`src/rtl/load_store_unit.sv`:
```
// load_store_unit: single-port data memory access unit with sign/zero-extended loads,
// misalignment faults and read-modify-write sub-word stores.
module load_store_unit (
    input  logic        clk,
    input  logic        rst,
    input  logic        req_valid,
    input  logic        req_write,
    input  logic [1:0]  req_size,
    input  logic        req_unsigned,
    input  logic [31:0] req_addr,
    input  logic [31:0] req_wdata,
    output logic        busy,
    output logic        resp_valid,
    output logic [31:0] resp_rdata,
    output logic        misalign,
    output logic        mem_read,
    output logic        mem_write,
    output logic [31:0] mem_addr,
    output logic [31:0] mem_wdata,
    input  logic [31:0] mem_rdata
);
    localparam logic [1:0] IDLE = 2'd0, LD_WAIT = 2'd1, RMW_WAIT = 2'd2, RESP = 2'd3;

    logic [1:0]  state;
    logic [1:0]  size_q;
    logic        unsigned_q;
    logic [31:0] addr_q;
    logic [15:0] wdata_q;
    logic        accept, fault, word_store;
    logic [4:0]  shift;
    logic [31:0] lane, load_data, mask, merged;

    assign accept     = state == IDLE && req_valid && !rst;
    assign fault      = req_size == 2'b11 || (req_size == 2'b01 && req_addr[0]) ||
                        (req_size == 2'b10 && req_addr[1:0] != 2'b00);
    assign word_store = req_write && req_size == 2'b10;

    // Halfwords are 2-byte aligned here, so the byte shift also selects the halfword lane.
    assign shift     = {addr_q[1:0], 3'b000};
    assign lane      = mem_rdata >> shift;
    assign load_data = size_q == 2'b10 ? mem_rdata :
                       size_q == 2'b01 ? {unsigned_q ? 16'h0 : {16{lane[15]}}, lane[15:0]} :
                                         {unsigned_q ? 24'h0 : {24{lane[7]}}, lane[7:0]};
    assign mask      = (size_q == 2'b00 ? 32'h0000_00FF : 32'h0000_FFFF) << shift;
    assign merged    = (mem_rdata & ~mask) |
                       ((size_q == 2'b00 ? {4{wdata_q[7:0]}} : {2{wdata_q}}) & mask);

    assign busy       = state != IDLE;
    assign resp_valid = state == RESP;
    assign mem_read   = accept && !fault && !word_store;
    assign mem_write  = (accept && !fault && word_store) || state == RMW_WAIT;
    assign mem_addr   = rst ? 32'h0 : {2'b00, state == IDLE ? req_addr[31:2] : addr_q[31:2]};
    assign mem_wdata  = !mem_write ? 32'h0 : state == RMW_WAIT ? merged : req_wdata;

    always_ff @(posedge clk or posedge rst) begin
        if (rst) begin
            state      <= IDLE;
            size_q     <= 2'b00;
            unsigned_q <= 1'b0;
            addr_q     <= 32'h0;
            wdata_q    <= 16'h0;
            resp_rdata <= 32'h0;
            misalign   <= 1'b0;
        end else begin
            case (state)
                IDLE: if (req_valid) begin
                    size_q     <= req_size;
                    unsigned_q <= req_unsigned;
                    addr_q     <= req_addr;
                    wdata_q    <= req_wdata[15:0];
                    if (fault || word_store) begin
                        state      <= RESP;
                        resp_rdata <= 32'h0;
                        misalign   <= fault;
                    end else begin
                        state <= req_write ? RMW_WAIT : LD_WAIT;
                    end
                end
                LD_WAIT: begin
                    resp_rdata <= load_data;
                    misalign   <= 1'b0;
                    state      <= RESP;
                end
                RMW_WAIT: begin
                    resp_rdata <= 32'h0;
                    misalign   <= 1'b0;
                    state      <= RESP;
                end
                RESP: state <= IDLE;
            endcase
        end
    end
endmodule
```
`config.mk`:
```
export PLATFORM = sky130hd
export DESIGN_NAME = load_store_unit
export DESIGN_NICKNAME = d
export VERILOG_FILES = /design/src/rtl/load_store_unit.sv
export SDC_FILE = /design/constraint.sdc
export NUM_CORES = 1
export LEC_CHECK = 0
export CAP_MARGIN = 40
export CORE_MARGIN = 5
export CORE_UTILIZATION = 40
export CTS_CLUSTER_DIAMETER = 100
export DETAILED_ROUTE_END_ITERATION = 6
export GPL_TIMING_DRIVEN = 0
export PLACE_DENSITY = 0.87
export SLEW_MARGIN = 5
export SYNTH_ARGS = -nofsm -noshare
export SYNTH_HDL_FRONTEND = slang
export SYNTH_SLANG_ARGS = --single-unit
```
`constraint.sdc`:
```
create_clock -name clk -period 3.19 [get_ports clk]
set_input_delay 0.638 -clock clk [delete_from_list [all_inputs] [get_ports clk]]
set_output_delay 0.638 -clock clk [all_outputs]
set_load 0.01 [all_outputs]
```
==> results.md <==
Run status:
- The flow ran to the end, and the final reports show no timing, DRC or antenna violations.

Route:
- After detailed routing, the total wire length is 19900 um.
- Dividing the detail-routed wire length by the instance count gives between 20 and 25 um.
- The via count is between 5000 and 6000.
- The average via count per standard cell is about 5.4.
- The number of DRC markers in iteration 0 is 470.
- The post-detailed-route DRC marker count is 0.
- Before antenna repair, the detailed router went through 6 iterations.
- The number of nets with antenna violations after detailed routing is 0.

Synthesis:
- The simple-gate area share of the yosys netlist is between 10% and 20%.
- After synthesis the netlist holds a flip-flop and latch count of 86.
- The fraction of synthesized area in multiplexers is between 10% and 20%.
- The synthesized area per cell is between 9 and 10 sq um.
- The synthesized netlist devotes around 17% of its cell area to compound gates.
- The share of the Yosys chip area taken by registers is between 30 and 40%.
- The synthesized netlist devotes 0% of its cell area to XOR and XNOR gates.
- Synthesis produced a netlist whose cell count is between 500 and 600.
- The adder and majority gate portion of the synthesized area is under 10%.
- Yosys printed 0 warnings.
- By area, the combinational part of the netlist is dominated by multiplexers.
- Yosys mapped the design onto 45 distinct sky130hd cell types.
- The synthesized netlist occupies a cell area of 5410 sq um.
- The number of flops mapped to enable cells by yosys is 0.
- The predominant post-synthesis flop cell is sky130_fd_sc_hd__dfrtp_1.
- The proportion of synthesized flip-flops having asynchronous set or reset is 100%.

Placed design:
- Summed over all nets, the half-perimeter wirelength after detailed placement is ~16000 um.
- At the end of routability-driven placement, the weighted congestion stood at 0.988.
- In this run the tool buffered the top-level ports with 200 buffer cells.
- The worst slack at placement is -0.631 ns.

CTS:
- The clock buffer count from CTS is 9.
- The CTS H-tree depth is 3.
- At the later pin of the worst-skew pair, clock insertion delay measures 0.35 ns.
- The clock slew seen by the registers of the worst setup and hold paths is approximately 0.060 ns.
- The cell sitting at the root of the clock tree is a sky130_fd_sc_hd__clkbuf_16.
- TritonCTS built the clock tree.
- The number of buffers between clock root and the deepest sink is 2.
- The number of sinks driven by the clock tree is between 80 and 90.

Global route:
- Across every metal layer, demand over resource in global routing totals approximately a quarter.
- The busiest layer in global routing is met2.
- The remaining global-route overflow is 0.
- Global routing used 8.83% of the available met3 tracks.
- The initial antenna violation count is 0.
- Global routing used a little over two fifths of the available met2 tracks.
- The fraction of met1 tracks used by global routing is 29.5%.
- The first global-routing pass estimated a little over 30000 um of wire.
- The via count of the first global-routing pass is ~5700.
- The maximum number of pins on one net before global-route repair is 36.

Die:
- The die covers roughly 16000 sq um.
- The initial core utilization is around two fifths.
- The number of top-level pins is around 200.
- The placeable core region is between 10000 and 15000 sq um.
- The floorplan step set the die height to about 130 um.
- The die outline width is ~130 um.
- The cell row count is 42.

Pwr:
- Power spread over the standard cell area amounts to ~950 nW/um^2.
- IR analysis of the VDD net gives a maximum drop of around 0.00049 V.
- After layout, the design draws a total of between 7000 and 8000 uW.
- Summed over all cells, the static leakage comes to approximately 0.0034 uW.

Job:
- The number of maximum-capacitance violations is 0.

Worst setup path:
- STA puts the critical path data arrival time at between 2 and 2.5 ns.
- The sort of element at the end of the critical path is a primary output.
- Of all nets on the critical path, the largest fanout is 4.
- The critical path is of the in2out type.
- On the critical path, the stage with the largest delay is an instance of sky130_fd_sc_hd__clkdlybuf4s50_1.
- The worst path required time is ~2.6 ns.
- The signal on the critical path passes through clkdlybuf4s50_1, o21a_1, o22a_1, nor3_4, a21oi_4, buf_4, a311oi_2, clkdlybuf4s15_1.
- The worst setup path is launched from a primary input.
- In this design, the stage delay of the slowest critical-path cell is approximately 0.45 ns.

Timing:
- The actual slew at the worst max-slew pin is about 0.55 ns.
- Timing would allow up to between 300 and 400 MHz.
- The setup total negative slack is 0 ns.
- The ratio of final minimum period to clock period is 97.7%.
- The number of setup violations in the final report is 0.
- The total count of hold-check failures in the final report is 0.
- After layout, the worst setup slack is roughly 0.073 ns.
- The total count of max-transition violations in the final report is 0.
- Setup repair after global routing could not meet its margin everywhere.
- On the final layout, the worst clock skew is a little under 0.005 ns.
- The remaining max-slew budget at the tightest pin is 63.3%.
- The clock period minus worst slack is 3.12 ns.

Finish:
- Cells fill 61.2% of the core in the end.
- The layout overhead on the synthesized area is 49.9%.
- The number of antenna diodes is 0.
- In the final layout, the share of cells above drive strength 1 is a little under a fifth.
- The post-layout net count is between 900 and 1000.

Hold path:
- In this run the worst hold path is classified as reg2reg.
## layout by cell type, fill, tap and decap left out, types with 3 or more instances in the layout
cell type                           n
sky130_fd_sc_hd__clkbuf_1          18
sky130_fd_sc_hd__a311oi_1           4
sky130_fd_sc_hd__o211ai_1          17
sky130_fd_sc_hd__o21ai_1            7
sky130_fd_sc_hd__buf_2             26
sky130_fd_sc_hd__nand3b_1           7
sky130_fd_sc_hd__buf_4              9
sky130_fd_sc_hd__mux2i_1           45
sky130_fd_sc_hd__a31oi_1            7
sky130_fd_sc_hd__o21ai_0           30
sky130_fd_sc_hd__inv_1              7
sky130_fd_sc_hd__nand2_1           70
sky130_fd_sc_hd__nand3_1           10
sky130_fd_sc_hd__nor2b_1            4
sky130_fd_sc_hd__clkbuf_16          9
sky130_fd_sc_hd__ha_1               4
sky130_fd_sc_hd__clkbuf_2           6
sky130_fd_sc_hd__dfrtp_1           86
sky130_fd_sc_hd__a21oi_1           33
sky130_fd_sc_hd__o221ai_1           7
sky130_fd_sc_hd__o21ai_2           10
sky130_fd_sc_hd__dlygate4sd2_1     19
sky130_fd_sc_hd__clkdlybuf4s50_1  165
sky130_fd_sc_hd__nand2b_1          18
sky130_fd_sc_hd__a311oi_2           4
sky130_fd_sc_hd__a311oi_4           8
sky130_fd_sc_hd__clkdlybuf4s15_2    3
sky130_fd_sc_hd__mux2_2            51
sky130_fd_sc_hd__nor2_1            79
## sequential cells by signal, summed over array words and instances (netlist names)
name / count
addr_q: 32
state: 2
misalign: 1
size_q: 2
unsigned_q: 1
wdata_q: 16
resp_rdata: 32
## timing repair
item | 4_1_cts | 5_1_grt
buffers inserted | 2 | 0
pin swaps | 4 | 1
resized for setup | 103 | 10
hold buffers | 0 | 0
setup endpoints to repair | 34 | 26
## routing by layer
| metal | vias up | wire, um | share of wire (%) |
|---|---|---|---|
| met1 | 2519 | 7830 | 39 |
| met5 | - | 0 | 0 |
| li1 | 2523 | - | - |
| met3 | 39 | 2060 | 10 |
| met2 | 275 | 9450 | 48 |
| met4 | 0 | 541 | 2.7 |
## through the flow
stage | std cells | hold WS (ns) | area (sq um)
after floorplan | 593 | 0.479 | 5420
after global placement | 969 | 0.460 | 7640
after detailed placement | 971 | 0.466 | 7680
after CTS | 987 | 0.479 | 8080
after global routing | 987 | 0.504 | 8110
final | 987 | 0.477 | 8110
## worst paths after layout
| kind | from | end | slack, ns | depth (start not counted) |
|---|---|---|---|---|
| worst max-delay path | req_addr[1] | mem_wdata[18] | 0.07 | 8 |
| min in group asynchronous | rst | wdata_q[2] | 0.81 | 3 |
| max in group asynchronous | rst | resp_rdata[27] | 1.84 | 4 |
| worst min-delay path | resp_rdata[28] | resp_rdata[28] | 0.48 | 2 |
| worst max register to register | state[1] | resp_rdata[6] | 1.21 | 7 |
| worst min register to register | resp_rdata[28] | resp_rdata[28] | 0.48 | 2 |
## cells in the mapped netlist (all sizes together) (2+ instances only)
master	n	area, sq um
nand3b	7	52.6
a21oi	35	179
ha	4	50.1
inv	8	30.0
o21ai	47	273
nor2b	4	25.0
nand2b	18	113
o211ai	18	140
a311oi	16	140
nand3	11	60.1
and2	2	12.5
a31oi	7	43.8
clkbuf	22	82.6
mux2i	46	460
buf	29	174
nor4	2	12.5
a22o	2	17.5
nor3	3	20.0
o221ai	7	61.3
mux2	53	604
nand2	72	270
nor2	83	332
dfrtp	86	2150
## report_power, final
part	leakage (uW)	switching [uW]	total, uW	internal, uW
Sequential	0.00106	303	1880	1570
Combinational	0.00221	2710	4880	2170
Clock	0.000128	430	968	538
Total	0.00340	3440	7730	4290
## kinds of logic (layout without fill, tap and decap cells)
logic type,after synthesis,count (layout)
other,1,2
multiplexers,99,99
adder cells (fa/ha/maj),5,5
flip-flops,86,86
AO/OA/AOI/OAI,138,138
AND/OR/NAND/NOR,204,204
buffers and inverters,59,277
## cell type report
class	count	area, sq um
fill	1155	5130
multi-input combinational	448	3170
sequential	86	2150
timing repair buffer	204	1990
buffer	51	280
clock buffer	12	246
tap	176	220
inverter	8	33.8
clock inverter	2	10.0
## worst max-delay path: cells and delay by family
| kind | cells | cell delay (ns) |
|---|---|---|
| buf+inv | 3 | 0.90 |
| compound gates | 4 | 0.77 |
| simple gates | 1 | 0.17 |
(Power assumes the default switching activity.)
